<file path="src/rtl/mem_access_master.sv">
// Initiator for the dual-address registered-read memory macro: one client request at a
// time, single-cycle strobes, and read data un-swapped for upper-half addresses.
module mem_access_master #(
  parameter int WIDTH      = 16,
  parameter int PSIZE      = 4,
  parameter int DEPTH      = 2**PSIZE,
  parameter int RD_LATENCY = 1
) (
  input  logic             clk,
  input  logic             rst_n,
  input  logic             req_valid,
  output logic             req_ready,
  input  logic             req_wr,
  input  logic [PSIZE-1:0] req_addr,
  input  logic [WIDTH-1:0] req_wdata,
  output logic             rsp_valid,
  input  logic             rsp_ready,
  output logic             rsp_wr,
  output logic [WIDTH-1:0] rsp_rdata,
  output logic             mem_wr,
  output logic             mem_rd,
  output logic [PSIZE-1:0] mem_wr_addr,
  output logic [PSIZE-1:0] mem_rd_addr,
  output logic [WIDTH-1:0] mem_wdata,
  input  logic [WIDTH-1:0] mem_rdata,
  output logic             busy
);

  localparam int CW = $clog2(RD_LATENCY + 1);
  localparam int HW = WIDTH / 2;
  localparam logic [PSIZE-1:0] SWAP_BASE = PSIZE'(DEPTH / 2);

  typedef enum logic [2:0] {IDLE, ISSUE_WR, ISSUE_RD, WAIT_RD, RESP} state_t;

  state_t           state, state_next;
  logic [PSIZE-1:0] addr_q, addr_next;
  logic [CW-1:0]    cnt_q, cnt_next;

  logic             mem_wr_next, mem_rd_next;
  logic [PSIZE-1:0] mem_wr_addr_next, mem_rd_addr_next;
  logic [WIDTH-1:0] mem_wdata_next;
  logic             rsp_valid_next, rsp_wr_next;
  logic [WIDTH-1:0] rsp_rdata_next;

  // Handshakes: a transfer happens on a rising edge where valid and ready are both high.
  // req_ready depends only on state; rsp_valid/rsp_wr/rsp_rdata hold until rsp_ready is seen.
  assign req_ready = (state == IDLE);
  assign busy      = (state != IDLE);

  always_comb begin
    state_next       = state;
    addr_next        = addr_q;
    cnt_next         = cnt_q;
    mem_wr_next      = 1'b0;
    mem_rd_next      = 1'b0;
    mem_wr_addr_next = mem_wr_addr;
    mem_rd_addr_next = mem_rd_addr;
    mem_wdata_next   = mem_wdata;
    rsp_valid_next   = rsp_valid;
    rsp_wr_next      = rsp_wr;
    rsp_rdata_next   = rsp_rdata;
    case (state)
      IDLE: begin
        if (req_valid) begin
          addr_next = req_addr;
          if (req_wr) begin
            state_next       = ISSUE_WR;
            mem_wr_next      = 1'b1;
            mem_wr_addr_next = req_addr;
            mem_wdata_next   = req_wdata;
          end else begin
            state_next       = ISSUE_RD;
            mem_rd_next      = 1'b1;
            mem_rd_addr_next = req_addr;
          end
        end
      end
      ISSUE_WR: begin
        state_next     = RESP;
        rsp_valid_next = 1'b1;
        rsp_wr_next    = 1'b1;
        rsp_rdata_next = '0;
      end
      ISSUE_RD: begin
        state_next = WAIT_RD;
        cnt_next   = CW'(RD_LATENCY);
      end
      WAIT_RD: begin
        if (cnt_q == CW'(1)) begin
          state_next     = RESP;
          cnt_next       = '0;
          rsp_valid_next = 1'b1;
          rsp_wr_next    = 1'b0;
          // The memory stores upper-half words half-swapped; swap back for the client.
          if (addr_q >= SWAP_BASE)
            rsp_rdata_next = {mem_rdata[HW-1:0], mem_rdata[WIDTH-1:HW]};
          else
            rsp_rdata_next = mem_rdata;
        end else begin
          cnt_next = cnt_q - CW'(1);
        end
      end
      RESP: begin
        if (rsp_ready) begin
          state_next     = IDLE;
          rsp_valid_next = 1'b0;
        end
      end
      default: state_next = IDLE;
    endcase
  end

  always_ff @(posedge clk or negedge rst_n) begin
    if (!rst_n) begin
      state       <= IDLE;
      addr_q      <= '0;
      cnt_q       <= '0;
      mem_wr      <= 1'b0;
      mem_rd      <= 1'b0;
      mem_wr_addr <= '0;
      mem_rd_addr <= '0;
      mem_wdata   <= '0;
      rsp_valid   <= 1'b0;
      rsp_wr      <= 1'b0;
      rsp_rdata   <= '0;
    end else begin
      state       <= state_next;
      addr_q      <= addr_next;
      cnt_q       <= cnt_next;
      mem_wr      <= mem_wr_next;
      mem_rd      <= mem_rd_next;
      mem_wr_addr <= mem_wr_addr_next;
      mem_rd_addr <= mem_rd_addr_next;
      mem_wdata   <= mem_wdata_next;
      rsp_valid   <= rsp_valid_next;
      rsp_wr      <= rsp_wr_next;
      rsp_rdata   <= rsp_rdata_next;
    end
  end

endmodule

</file>
<file path="config.mk">
export PLATFORM = sky130hd
export DESIGN_NAME = mem_access_master
export DESIGN_NICKNAME = d
export VERILOG_FILES = /design/src/rtl/mem_access_master.sv
export SDC_FILE = /design/constraint.sdc
export NUM_CORES = 1
export LEC_CHECK = 0
export CAP_MARGIN = 20
export CORE_ASPECT_RATIO = 1.5
export CORE_MARGIN = 2
export CORE_UTILIZATION = 45
export DETAILED_ROUTE_END_ITERATION = 16
export GPL_ROUTABILITY_DRIVEN = 1
export HOLD_SLACK_MARGIN = 0.02
export PLACE_DENSITY_LB_ADDON = 0.1
export SYNTH_ARGS = -nofsm -noshare
export SYNTH_HDL_FRONTEND = slang
export SYNTH_SLANG_ARGS = --single-unit
</file>
<file path="constraint.sdc">
create_clock -name clk -period 2.66 [get_ports clk]
set_input_delay 0.532 -clock clk [delete_from_list [all_inputs] [get_ports clk]]
set_output_delay 0.532 -clock clk [all_outputs]
set_load 0.01 [all_outputs]
</file>
==> PnR_summary.wiki <==
{| class="wikitable"
! Metric !! Value
|-
| Status || finished, final reports clean
|-
| Total Routed Length || 4.686 mm
|-
| Average via count per standard cell || 5.044
|-
| Hold Path Class || input port to async pin
|-
| Maximum fanout encountered on the critical timing path || 7
|-
| Final number of setup-violating endpoints || 0
|-
| Critical Path Start || state[1]$_DFFE_PN0P_
|-
| Number of nets produced by synthesis || 184
|-
| Relative max-transition margin || 43.89%
|-
| Number of distinct library cell variants in the gate-level netlist after synthesis || 29
|-
| List of cells traversed by the critical path || or3_1, inv_1, clkdlybuf4s50_1
|-
| Arr. time, crit path || 1.78 ns
|-
| Final period demand of the worst path || 2.310 ns
|-
| Clock latency on the worst-skew pair || 0.30 ns
|-
| Kind of start point of the critical path || flip-flop
|-
| CTS sink count || 49
|-
| Uppermost signal routing layer after detailed routing || met4
|-
| Clock group share of total power || 12.0%
|-
| Site row count || 30
|-
| H-tree lvl count || 2
|-
| Signed area change from the synthesized netlist to the final layout || 46.16%
|-
| Total GRT Usage || 19.25%
|-
| Synthesized area divided by synthesized cell count || 14.82 µm²
|-
| Metal1 wirelength || 1.839 mm
|-
| Max rail drop VDD || 0.5852 mV
|-
| Cell internal pwr || 0.002441 W
|-
| Kind of end point of the critical path || output port
|-
| Setup slack on the worst flop-to-flop path || 0.79 ns
|-
| DPL Wire Length || 3.519 mm
|-
| Wire length on met2 || 2.521 mm
|-
| Wire length of the first global-routing pass || 7.707 mm
|-
| Placer congestion estimate || 0.7512
|-
| Fin Setup TNS || 0 ns
|-
| Power Dens Cells || 1166 nW/µm²
|-
| Tightest Pin Transition || 0.8416 ns
|-
| Width of the die || 60.04 µm
|-
| Number of fill cells || 355
|-
| Wire length per cell after detailed routing || 15.94 µm
|-
| Sequential element share of the synthesized area || 57.85%
|-
| Cell chosen for the clock root || sky130_fd_sc_hd__clkbuf_8
|-
| Synthesized cell area || 2120 µm²
|-
| Post-route DRC violation count || 0
|-
| Largest net degree at the start of global routing || 31
|-
| Crit path max-delay cell type || sky130_fd_sc_hd__clkdlybuf4s50_1
|-
| Top-level I/O count || 87
|-
| Total congestion overflow || 0
|-
| End point of the critical path || req_ready
|-
| Synthesized flop and latch total || 49
|-
| Starting density of the core || 46.67%
|-
| Vertical die dimension || 88.06 µm
|-
| Number of buffers added by the clock tree synthesis step || 5
|-
| Hold-fix buffers, CTS || 0
|-
| Top_reg_cell synth || sky130_fd_sc_hd__dfrtp_1
|-
| Antenna violations before repair || 0
|-
| Remaining number of nets flagged by the antenna check after routing || 0
|-
| Upper clock frequency limit || 432.9 MHz
|-
| Worst Path Class, Setup || flip-flop to output port
|-
| Top library cells by usage in the layout, fill and taps aside || 85 x sky130_fd_sc_hd__clkdlybuf4s50_1, 49 x sky130_fd_sc_hd__dfrtp_1, 19 x sky130_fd_sc_hd__mux2_4
|-
| Cell family with most CP delay || buffers and inverters
|-
| Slew Limit Fails || 0
|-
| Largest stage delay on the critical path || 0.52 ns
|-
| Final count of hold timing violations || 0
|-
| Number of enable-type register cells in the synthesized netlist || 0
|-
| Number of setup buffers added after CTS || 0
|-
| Period Utilization, post-route || 86.84%
|-
| Post-synthesis instance total || 143
|-
| Placeable core area || 4542 µm²
|-
| Power dissipated by switching net loads || 0.001171 W
|-
| Number of DRC violations after detailed-routing iteration 0 || 35
|-
| Clk buf depth || 2
|-
| Setup Slack @ Placement || 0.3036 ns
|-
| Layout cell share with drive strength beyond 1 || 16.96%
|-
| Detailed-routing iteration count for the pre-antenna-repair pass || 3
|-
| CTS tree || yes
|-
| Endpoint required time on the critical path || 2.13 ns
|-
| Die area || 5286 µm²
|-
| Count of buffers from port buffering || 86
|-
| Number of warning messages in the yosys log || 0
|-
| Buffers plus inverters on the worst setup path || 2
|-
| Number of nets in the final layout || 270
|-
| Diodes inserted || 0
|-
| Switching power as a share of total power || 32.41%
|-
| Commonest non-fill, non-tap cell in the layout || sky130_fd_sc_hd__clkdlybuf4s50_1
|-
| Count of vias placed by the detailed router || 1483
|-
| Worst Skew || 0.007899 ns
|-
| Leak pwr || 1.402 nW
|-
| Instance count on the critical path || 3
|-
| End of the worst register-to-register path || mem_wdata[11]$_DFFE_PN0P_
|-
| Fraction of registers with async set or reset after synthesis || 100.0%
|-
| Vias in the first global route || 1589
|-
| Worst Setup Slack, final || 0.3500 ns
|-
| Max-cap violations || 0
|-
| Clock transition time at the flip-flop clock pins of the worst setup and hold paths || 0.09 ns
|-
| Number of gates resized after CTS || 0
|-
| Depth of the worst register-to-register path || 3
|-
| RSZ-0062 raised after global routing || false
|-
| Wire length on met3 || 301 µm
|-
| Combinational Power Share || 48.8%
|-
| Reg power frac || 39.3%
|-
| R2r startpoint || state[1]$_DFFE_PN0P_
|}
[worst reg2reg max path: cells and delay by family, from the launching register on]
kind          cells  cell delay, ns
simple gates      2            0.83
flops             1            0.48
mux               1            0.45
[synth_stat cells, drive strengths merged (2+ instances only)]
cell     number  area [µm²]
nand2         5       21.27
dfrtp        49        1226
mux2i        16       160.2
o21ai         2       13.76
a21oi         3       15.01
buf           7       47.54
nor4b         2       32.53
mux2         25       352.8
inv           5       18.77
o2bb2ai      15       131.4
[worst min path at each step]
stage / from / to / slack [ns] / depth (start not counted)
after floorplan: rst_n / addr_q[3]$_DFFE_PN0P_ / 0.24 / 0
after global placement: rsp_rdata[15]$_DFFE_PN0P_ / rsp_rdata[15]$_DFFE_PN0P_ / 0.47 / 1
after detailed placement: rsp_rdata[2]$_DFFE_PN0P_ / rsp_rdata[2]$_DFFE_PN0P_ / 0.47 / 1
after CTS: rst_n / mem_rd_addr[3]$_DFFE_PN0P_ / 0.16 / 1
after global routing: rst_n / rsp_rdata[3]$_DFFE_PN0P_ / 0.19 / 1
final: rst_n / rsp_rdata[3]$_DFFE_PN0P_ / 0.16 / 1
[cell families (layout without fill, tap and decap cells)]
kind of cell	count (synthesis)	after routing	share of synthesized area, %
compound gates	25	25	9.387
buf+inv	13	100	3.364
flops	49	49	57.85
mux	41	41	24.20
simple gates	15	15	5.195
[flip-flops by register name, summed over array words and instances (netlist names), 3 cells and up]
signal       count
mem_rd_addr      4
mem_wdata       16
mem_wr_addr      4
rsp_rdata       16
state            3
[per-stage QoR]
stage          utilization [%]  power, W  std cells  hold WS (ns)  cell area, µm²
3_3_place_gp             66.28  0.003159        286        0.4672            3010
6_report                 68.21  0.003612        294        0.1644            3098
4_1_cts                  68.21  0.003663        294        0.1592            3098
2_1_floorplan                -  0.002294        143        0.2364            2120
5_1_grt                  68.21  0.003847        294        0.1873            3098
3_5_place_dp             66.28  0.003211        286        0.4728            3010
[power groups by stage]
stage          Combinational [W]  Clock, W  Sequential (W)
5_1_grt                  0.00190  0.000477         0.00147
6_report                 0.00176  0.000432         0.00142
4_1_cts                  0.00179  0.000450         0.00142
3_5_place_dp             0.00179         0         0.00142
2_1_floorplan           0.000813         0         0.00148
3_3_place_gp             0.00175         0         0.00141
[final cells by class]
cell class	instances	area, µm²	area share (%)
clock buffers	6	72.57	2.342
clock inverters	2	15.01	0.4847
inverters	5	18.77	0.6058
multi-input cells	81	822.0	26.53
flip-flops and latches	49	1226	39.58
well taps	64	80.08	2.585
repair buffers	87	863.3	27.87
[routing by layer]
| metal | track usage (%) | up-vias |
|---|---|---|
| met5 | 0 | - |
| met4 | 6.061 | 0 |
| met3 | 5.022 | 2 |
| met2 | 33.10 | 54 |
| met1 | 23.16 | 743 |
| li1 | - | 684 |
No activity file was read; power rests on OpenSTA's default activity.
